`config.mk`:
```
export PLATFORM = sky130hd
export DESIGN_NAME = key_event_gen_flat
export DESIGN_NICKNAME = d
export VERILOG_FILES = /design/src/rtl/key_evt_pkg.sv /design/src/rtl/key_event_gen_if.sv /design/src/rtl/key_evt_timer.sv /design/src/rtl/key_event_gen.sv /design/src/flat_wrapper.sv
export SDC_FILE = /design/constraint.sdc
export NUM_CORES = 1
export LEC_CHECK = 0
export ABC_AREA = 0
export BUFFER_PORTS_ARGS = -buffer_cell sky130_fd_sc_hd__buf_2
export CORE_ASPECT_RATIO = 0.6
export CORE_MARGIN = 4
export CORE_UTILIZATION = 54
export DETAILED_ROUTE_END_ITERATION = 10
export GPL_ROUTABILITY_DRIVEN = 0
export HOLD_SLACK_MARGIN = 0.1
export MAX_ROUTING_LAYER = met4
export PLACE_DENSITY = 0.74
export SETUP_SLACK_MARGIN = 0.3
export SLEW_MARGIN = 40
export SYNTH_ARGS = -nofsm -noshare
export SYNTH_HDL_FRONTEND = slang
export SYNTH_HIERARCHICAL = 1
export SYNTH_SLANG_ARGS = --single-unit
```
`constraint.sdc`:
```
create_clock -name CLK1K -period 2.3 [get_ports CLK1K]
set_clock_uncertainty 0.15 [all_clocks]
set_input_delay 0.23 -clock CLK1K [delete_from_list [all_inputs] [get_ports CLK1K]]
set_output_delay 0.23 -clock CLK1K [all_outputs]
set_load 0.1 [all_outputs]
```
`src/rtl/key_evt_pkg.sv`:
```
// Shared types and default timing constants for the key event generator.
package key_evt_pkg;

  localparam int unsigned CNT_W_DEF     = 11;
  localparam int unsigned LONG_MS_DEF   = 1000;
  localparam int unsigned REPEAT_MS_DEF = 200;

  typedef enum logic [1:0] {
    ST_IDLE = 2'd0,
    ST_HOLD = 2'd1,
    ST_LONG = 2'd2
  } key_state_e;

  // Registered event bundle presented to the game FSM.
  typedef struct packed {
    logic press;
    logic rel;
    logic click;
    logic long_press;
    logic rpt;
    logic held;
  } key_evt_t;

endpackage

```
`src/rtl/key_event_gen_if.sv`:
```
// Key level in / key events out between the debouncer, key_event_gen and the game FSM.
interface key_event_gen_if;

  logic KEY_LVL;
  logic PRESS_PULSE;
  logic RELEASE_PULSE;
  logic CLICK_PULSE;
  logic LONG_PRESS;
  logic REPEAT_PULSE;
  logic HELD;

  modport master (
    input  KEY_LVL,
    output PRESS_PULSE, RELEASE_PULSE, CLICK_PULSE, LONG_PRESS, REPEAT_PULSE, HELD
  );

  modport slave (
    output KEY_LVL,
    input  PRESS_PULSE, RELEASE_PULSE, CLICK_PULSE, LONG_PRESS, REPEAT_PULSE, HELD
  );

endinterface

```
`src/rtl/key_evt_timer.sv`:
```
// Clearable/loadable up-counter with a combinational terminal-count compare.
module key_evt_timer #(
  parameter int unsigned CNT_W = 11,
  parameter int unsigned TERM  = 1000
) (
  input  logic CLK1K,
  input  logic RST,
  input  logic clr,
  input  logic load,
  input  logic inc,
  output logic term_c
);

  logic [CNT_W-1:0] cnt;

  // clr beats load beats inc; load value is 1 because the loading edge is itself the first counted ms
  always_ff @(posedge CLK1K or posedge RST) begin
    if (RST) begin
      cnt <= '0;
    end else if (clr) begin
      cnt <= '0;
    end else if (load) begin
      cnt <= CNT_W'(1);
    end else if (inc) begin
      cnt <= cnt + CNT_W'(1);
    end
  end

  assign term_c = (cnt == CNT_W'(TERM));

endmodule

```
`src/rtl/key_event_gen.sv`:
```
// Turns the debounced key level into press/release/click/long/repeat pulses plus a HELD level.
module key_event_gen
  import key_evt_pkg::*;
#(
  parameter bit          ACTIVE_LOW = 1'b1,
  parameter int unsigned LONG_MS    = LONG_MS_DEF,
  parameter int unsigned REPEAT_MS  = REPEAT_MS_DEF,
  parameter bit          REPEAT_EN  = 1'b1,
  parameter int unsigned CNT_W      = CNT_W_DEF
) (
  input  logic             CLK1K,
  input  logic             RST,
  key_event_gen_if.master  kif
);

  key_state_e state;
  key_evt_t   evt_q;

  logic pressed_c;
  logic hold_term_c, rep_term_c;
  logic hold_clr_c, hold_ld_c, hold_inc_c;
  logic rep_clr_c, rep_ld_c, rep_inc_c;

  assign pressed_c = kif.KEY_LVL ^ ACTIVE_LOW;

  // Counter steering; a release clears both counters so the next press starts fresh
  always_comb begin
    hold_clr_c = 1'b0;
    hold_ld_c  = 1'b0;
    hold_inc_c = 1'b0;
    rep_clr_c  = 1'b0;
    rep_ld_c   = 1'b0;
    rep_inc_c  = 1'b0;
    if (!pressed_c) begin
      hold_clr_c = 1'b1;
      rep_clr_c  = 1'b1;
    end else begin
      case (state)
        ST_IDLE: hold_ld_c = 1'b1;
        ST_HOLD: begin
          hold_inc_c = !hold_term_c;
          rep_ld_c   = hold_term_c;
        end
        ST_LONG: begin
          rep_ld_c  = rep_term_c;
          rep_inc_c = !rep_term_c;
        end
        default: ;
      endcase
    end
    if (!REPEAT_EN) begin
      rep_clr_c = 1'b1;
    end
  end

  key_evt_timer #(.CNT_W(CNT_W), .TERM(LONG_MS)) u_hold_tmr (
    .CLK1K  (CLK1K),
    .RST    (RST),
    .clr    (hold_clr_c),
    .load   (hold_ld_c),
    .inc    (hold_inc_c),
    .term_c (hold_term_c)
  );

  key_evt_timer #(.CNT_W(CNT_W), .TERM(REPEAT_MS)) u_rep_tmr (
    .CLK1K  (CLK1K),
    .RST    (RST),
    .clr    (rep_clr_c),
    .load   (rep_ld_c),
    .inc    (rep_inc_c),
    .term_c (rep_term_c)
  );

  // State and event registers; release is tested first so it wins over any threshold
  always_ff @(posedge CLK1K or posedge RST) begin
    if (RST) begin
      state <= ST_IDLE;
      evt_q <= '0;
    end else begin
      evt_q <= '0;
      case (state)
        ST_IDLE: begin
          if (pressed_c) begin
            state       <= ST_HOLD;
            evt_q.press <= 1'b1;
            evt_q.held  <= 1'b1;
          end
        end
        ST_HOLD: begin
          if (!pressed_c) begin
            state       <= ST_IDLE;
            evt_q.rel   <= 1'b1;
            evt_q.click <= 1'b1;
          end else begin
            evt_q.held <= 1'b1;
            if (hold_term_c) begin
              state            <= ST_LONG;
              evt_q.long_press <= 1'b1;
            end
          end
        end
        ST_LONG: begin
          if (!pressed_c) begin
            state     <= ST_IDLE;
            evt_q.rel <= 1'b1;
          end else begin
            evt_q.held <= 1'b1;
            evt_q.rpt  <= REPEAT_EN && rep_term_c;
          end
        end
        default: state <= ST_IDLE;
      endcase
    end
  end

  assign kif.PRESS_PULSE   = evt_q.press;
  assign kif.RELEASE_PULSE = evt_q.rel;
  assign kif.CLICK_PULSE   = evt_q.click;
  assign kif.LONG_PRESS    = evt_q.long_press;
  assign kif.REPEAT_PULSE  = evt_q.rpt;
  assign kif.HELD          = evt_q.held;

endmodule

```
`src/flat_wrapper.sv`:
```
// flat-port wrapper written by rule: the top's interface ports become plain ports
module key_event_gen_flat import key_evt_pkg::*;
#(
  parameter bit          ACTIVE_LOW = 1'b1,
  parameter int unsigned LONG_MS    = LONG_MS_DEF,
  parameter int unsigned REPEAT_MS  = REPEAT_MS_DEF,
  parameter bit          REPEAT_EN  = 1'b1,
  parameter int unsigned CNT_W      = CNT_W_DEF
)
  (CLK1K, RST, kif_KEY_LVL, kif_PRESS_PULSE, kif_RELEASE_PULSE, kif_CLICK_PULSE, kif_LONG_PRESS, kif_REPEAT_PULSE, kif_HELD);
  key_event_gen_if kif_i ();
  input  logic CLK1K;
  input  logic RST;
  input wire logic [$bits(kif_i.KEY_LVL)-1:0] kif_KEY_LVL;
  output wire logic [$bits(kif_i.PRESS_PULSE)-1:0] kif_PRESS_PULSE;
  output wire logic [$bits(kif_i.RELEASE_PULSE)-1:0] kif_RELEASE_PULSE;
  output wire logic [$bits(kif_i.CLICK_PULSE)-1:0] kif_CLICK_PULSE;
  output wire logic [$bits(kif_i.LONG_PRESS)-1:0] kif_LONG_PRESS;
  output wire logic [$bits(kif_i.REPEAT_PULSE)-1:0] kif_REPEAT_PULSE;
  output wire logic [$bits(kif_i.HELD)-1:0] kif_HELD;
  assign kif_i.KEY_LVL = kif_KEY_LVL;
  assign kif_PRESS_PULSE = kif_i.PRESS_PULSE;
  assign kif_RELEASE_PULSE = kif_i.RELEASE_PULSE;
  assign kif_CLICK_PULSE = kif_i.CLICK_PULSE;
  assign kif_LONG_PRESS = kif_i.LONG_PRESS;
  assign kif_REPEAT_PULSE = kif_i.REPEAT_PULSE;
  assign kif_HELD = kif_i.HELD;
  key_event_gen #(.ACTIVE_LOW(ACTIVE_LOW), .LONG_MS(LONG_MS), .REPEAT_MS(REPEAT_MS), .REPEAT_EN(REPEAT_EN), .CNT_W(CNT_W)) u_core (.CLK1K(CLK1K), .RST(RST), .kif(kif_i));
endmodule
```
==> flow_results.xml <==
<?xml version="1.0" encoding="UTF-8"?>
<metrics>
  <group name="yosys">
    <metric name="post_synth_main_area_contributors" unit="">sky130_fd_sc_hd__dfrtp_1, sky130_fd_sc_hd__ha_1, sky130_fd_sc_hd__nor2_1</metric>
    <metric name="main_combinational_cell_family_by_area_after_synthesis" unit="">simple AND/OR/NAND/NOR gates</metric>
    <metric name="post-synth-top-area-fraction" unit="%">44.6</metric>
    <metric name="synth_simple_gate_area_share" unit="%">26.5</metric>
    <metric name="synth_seq_cells" unit="">30</metric>
    <metric name="synth_area_leader_cell" unit="">sky130_fd_sc_hd__dfrtp_1</metric>
    <metric name="post_synth_xor_area_fraction" unit="%">3.65</metric>
    <metric name="postSynth.topFlopCell" unit="">sky130_fd_sc_hd__dfrtp_1</metric>
    <metric name="synth_sequential_area_ratio" unit="%">44.6</metric>
    <metric name="post_synth.cell_area_avg" unit="sq um">10.0</metric>
    <metric name="ys_async_sr_fraction" unit="%">100</metric>
    <metric name="synth_enable_flop_cells" unit="">0</metric>
    <metric name="yosysMostFrequentCell" unit="">sky130_fd_sc_hd__dfrtp_1</metric>
    <metric name="yosys.area_share.adder" unit="%">7.44</metric>
    <metric name="post_synth_inst_count" unit="">168</metric>
    <metric name="synth.cell_area" unit="sq mm">0.00168</metric>
    <metric name="synth.distinct_cells" unit="">40</metric>
    <metric name="synth_compound_gate_area_share" unit="%">9.82</metric>
    <metric name="yosys-top-cells-count" unit="">sky130_fd_sc_hd__dfrtp_1, sky130_fd_sc_hd__nor2_1, sky130_fd_sc_hd__inv_1</metric>
    <metric name="ys_warn_count" unit="">6</metric>
    <metric name="synth.area.mux_share" unit="%">3.27</metric>
    <metric name="synthesized_netlist_net_count" unit="">181</metric>
  </group>
  <group name="power_and_ir_drop">
    <metric name="clock_network_fraction_of_total_power" unit="%">29.8</metric>
    <metric name="ir_drop" unit="mV">0.426</metric>
    <metric name="p_leak" unit="nW">0.982</metric>
    <metric name="power_report.internal_total" unit="mW">0.955</metric>
    <metric name="share_comb_of_total_power" unit="%">31.4</metric>
    <metric name="switching_share" unit="%">36.6</metric>
    <metric name="power.switching" unit="mW">0.553</metric>
    <metric name="powerDensity" unit="mW/mm^2">709</metric>
    <metric name="seqPwrFrac" unit="%">38.9</metric>
  </group>
  <group name="worst_setup_path">
    <metric name="critPathArrivalTime" unit="ns">2.40</metric>
    <metric name="crit_family" unit="">simple AND/OR/NAND/NOR gates</metric>
    <metric name="cp-end-kind" unit="">flop</metric>
    <metric name="worstRegToRegCells" unit="">10</metric>
    <metric name="cp.required" unit="ns">2.36</metric>
    <metric name="startpoint_type" unit="">flop</metric>
    <metric name="r2r_start" unit="">u_core/u_rep_tmr/cnt[1]$_DFFE_PP0P_</metric>
    <metric name="worstReg2RegEnd" unit="">u_core/u_rep_tmr/cnt[3]$_DFFE_PP0P_</metric>
    <metric name="worst_path_largest_cell_delay" unit="ns">0.47</metric>
    <metric name="ordered_cell_list_for_the_critical_path" unit="">inv_1 &gt; ha_1 &gt; or4b_4 &gt; nor3_4 &gt; nand2_1 &gt; nor2_2 &gt; o21a_1 &gt; nor3_2 &gt; or3_1 &gt; a21oi_2</metric>
    <metric name="cp.buffers_inverters" unit="">1</metric>
    <metric name="slowest_stage" unit="">sky130_fd_sc_hd__or4b_4</metric>
    <metric name="worstPathMaxFanout" unit="">2</metric>
    <metric name="worst-r2r-setup-slack" unit="ns">-0.04</metric>
    <metric name="criticalPathCategory" unit="">flop to flop</metric>
  </group>
  <group name="grt">
    <metric name="maximum_number_of_pins_on_one_net_before_global_route_repair" unit="">13</metric>
    <metric name="antenna_found_initial" unit="">0</metric>
    <metric name="global_route.overflow_total" unit="">0</metric>
    <metric name="grtUsageTotal" unit="%">23.5</metric>
    <metric name="first_global_vias" unit="">1448</metric>
    <metric name="grt_first_pass_wirelength" unit="um">7000</metric>
  </group>
  <group name="place">
    <metric name="placed_cell_area" unit="sq mm">0.00187</metric>
    <metric name="detailed_place_hpwl" unit="um">2760</metric>
    <metric name="numPortBuffers" unit="">8</metric>
  </group>
  <group name="clocking">
    <metric name="cts_tree" unit="">built</metric>
    <metric name="cts-root-buf" unit="">sky130_fd_sc_hd__clkbuf_8</metric>
    <metric name="clock_pin_slew_on_the_worst_setup_and_hold_paths" unit="ns">0.07</metric>
    <metric name="cts_num_sinks" unit="">30</metric>
    <metric name="cts_htree_levels" unit="">2</metric>
    <metric name="clock_path_buffers" unit="">2</metric>
    <metric name="worstSkewPairLatency" unit="ns">0.28</metric>
    <metric name="cts_buffer_count" unit="">5</metric>
  </group>
  <group name="detailed_routing">
    <metric name="wire_per_inst" unit="um">17.0</metric>
    <metric name="vias_per_cell" unit="">5.83</metric>
    <metric name="finalWirelength" unit="um">4180</metric>
    <metric name="firstDrtPassIters" unit="">5</metric>
    <metric name="dr_total_vias" unit="">1433</metric>
    <metric name="post_route_antenna_net_violation_count" unit="">0</metric>
    <metric name="drtIter0Drc" unit="">86</metric>
    <metric name="remaining_drc_errors" unit="">0</metric>
  </group>
  <group name="final_layout">
    <metric name="diodes" unit="">0</metric>
    <metric name="design_area" unit="sq mm">0.00213</metric>
    <metric name="flow.area_growth_from_synthesis" unit="%">26.4</metric>
    <metric name="layout_top_registers" unit="">u_core/u_hold_tmr/cnt (11), u_core/u_rep_tmr/cnt (11), u_core/state (2)</metric>
    <metric name="design.final.nets" unit="">216</metric>
    <metric name="drive_above_1_share" unit="%">32.8</metric>
  </group>
  <group name="floorplanning">
    <metric name="floorplan.die.height" unit="um">51.2</metric>
    <metric name="ios" unit="">9</metric>
    <metric name="floorplan.rows" unit="">15</metric>
    <metric name="initial_utilization" unit="%">57.4</metric>
    <metric name="die_area" unit="sq mm">0.00410</metric>
    <metric name="core-area" unit="sq mm">0.00293</metric>
    <metric name="die_w" unit="um">80.0</metric>
  </group>
  <group name="sta">
    <metric name="setup_repair_after_global_routing_missed_its_margin" unit="">true</metric>
    <metric name="transition_time_of_the_tightest_slew_check_pin" unit="ns">0.486</metric>
    <metric name="setup_violations" unit="">2</metric>
    <metric name="hold_slack" unit="ns">0.211</metric>
    <metric name="layout_worst_path_cycle_share" unit="%">102</metric>
    <metric name="max_slew_margin" unit="%">67.8</metric>
    <metric name="fin_ws" unit="ns">-0.0369</metric>
    <metric name="slew_violations" unit="">0</metric>
    <metric name="max_clock_freq" unit="MHz">428</metric>
    <metric name="final-hold-violation-count" unit="">0</metric>
    <metric name="layout_min_cycle_time" unit="ns">2.34</metric>
  </group>
  <group name="hold_path">
    <metric name="hold_path.startpoint" unit="">kif_KEY_LVL</metric>
    <metric name="hold_crit_endpoint" unit="">u_core/kif.HELD$_DFF_PP0_</metric>
    <metric name="whs_path_depth" unit="">2</metric>
    <metric name="worst_hold_path_type" unit="">input pin to flop</metric>
  </group>
  <group name="outcome">
    <metric name="failing_checks" unit="">negative setup slack</metric>
    <metric name="status" unit="">complete, but fails checks</metric>
  </group>
  <group name="run">
    <metric name="max_cap_violations" unit="">0</metric>
  </group>
</metrics>
## worst max-delay path by stage
| stage | start | end | depth (start not counted) |
|---|---|---|---|
| 3_3_place_gp | u_core/u_hold_tmr/cnt[7]$_DFFE_PP0P_ | u_core/u_rep_tmr/cnt[5]$_DFFE_PP0P_ | 9 |
| 4_1_cts | u_core/u_rep_tmr/cnt[1]$_DFFE_PP0P_ | u_core/u_rep_tmr/cnt[7]$_DFFE_PP0P_ | 11 |
| 3_5_place_dp | u_core/u_rep_tmr/cnt[1]$_DFFE_PP0P_ | u_core/u_rep_tmr/cnt[5]$_DFFE_PP0P_ | 10 |
| 6_report | u_core/u_rep_tmr/cnt[1]$_DFFE_PP0P_ | u_core/u_rep_tmr/cnt[3]$_DFFE_PP0P_ | 10 |
| 2_1_floorplan | u_core/u_rep_tmr/cnt[0]$_DFFE_PP0P_ | u_core/u_rep_tmr/cnt[3]$_DFFE_PP0P_ | 10 |
| 5_1_grt | u_core/u_rep_tmr/cnt[0]$_DFFE_PP0P_ | u_core/u_rep_tmr/cnt[3]$_DFFE_PP0P_ | 10 |
## cells by family (layout without fill, tap and decap cells)
family,after synthesis,count (layout)
and+or+nand+nor,74,74
DFF,30,30
AOI/OAI and AO/OA,25,25
buffers and inverters,17,53
adders and majority gates,10,10
xor gates and xnor gates,7,7
muxes,5,5
## area by class of cell
type,instances,area (sq um)
Sequential cell,30,751
Inverter,12,45.0
Fill cell,214,802
Multi-Input combinational cell,121,948
Clock buffer,7,86.3
Timing Repair Buffer,33,238
Tap cell,42,52.6
Clock inverter,1,5.00
## cell usage in the layout, fill, tap and decap left out, drive strengths merged, types with 3 or more instances in the layout
cell type | netlist | final
nand2 | 9 | 9
o31ai | 6 | 6
clkbuf | 2 | 7
nand4 | 7 | 7
nor3 | 4 | 4
and2 | 3 | 3
dfrtp | 30 | 30
buf | 3 | 32
nor2 | 15 | 15
or3 | 6 | 6
mux2i | 4 | 4
ha | 10 | 10
o21ai | 3 | 3
or4 | 6 | 6
nand3 | 9 | 9
xor2 | 6 | 6
inv | 12 | 12
a21oi | 10 | 10
## metal layers
layer  wire, um  vias up  GRT usage [%]
met5          0        -              -
met4         64        0           9.83
met3        298       10           6.87
met2       1850       63           32.6
met1       1960      692           32.3
li1           -      668              -
## power groups by stage
stage,Clock (mW),Combinational [mW],Sequential (mW)
6_report,0.449,0.473,0.586
3_5_place_dp,0,0.443,0.595
5_1_grt,0.480,0.499,0.588
3_3_place_gp,0,0.433,0.593
2_1_floorplan,0,0.199,0.749
4_1_cts,0.452,0.468,0.585
## what timing repair did
| action | 4_1_cts | 5_1_grt |
|---|---|---|
| setup buffers | 5 | 5 |
| resized for setup | 9 | 9 |
| endpoints found under the hold margin | 30 | 0 |
| pin swaps | 3 | 5 |
| hold buffers | 1 | 0 |
| setup endpoints to repair | 18 | 21 |
## per-stage QoR
step	TNS, ns	worst slack, ns	std cells	utilization [%]	total power [mW]
6_report	-0.0458	-0.0369	246	72.6	1.51
5_1_grt	-0.829	-0.180	246	72.6	1.57
4_1_cts	0	0.0182	241	70.2	1.51
3_5_place_dp	0	0.0164	227	63.8	1.04
3_3_place_gp	0	0.0783	227	63.8	1.03
2_1_floorplan	0	0.0512	168	-	0.948
Power figures use the tool's default switching activity.
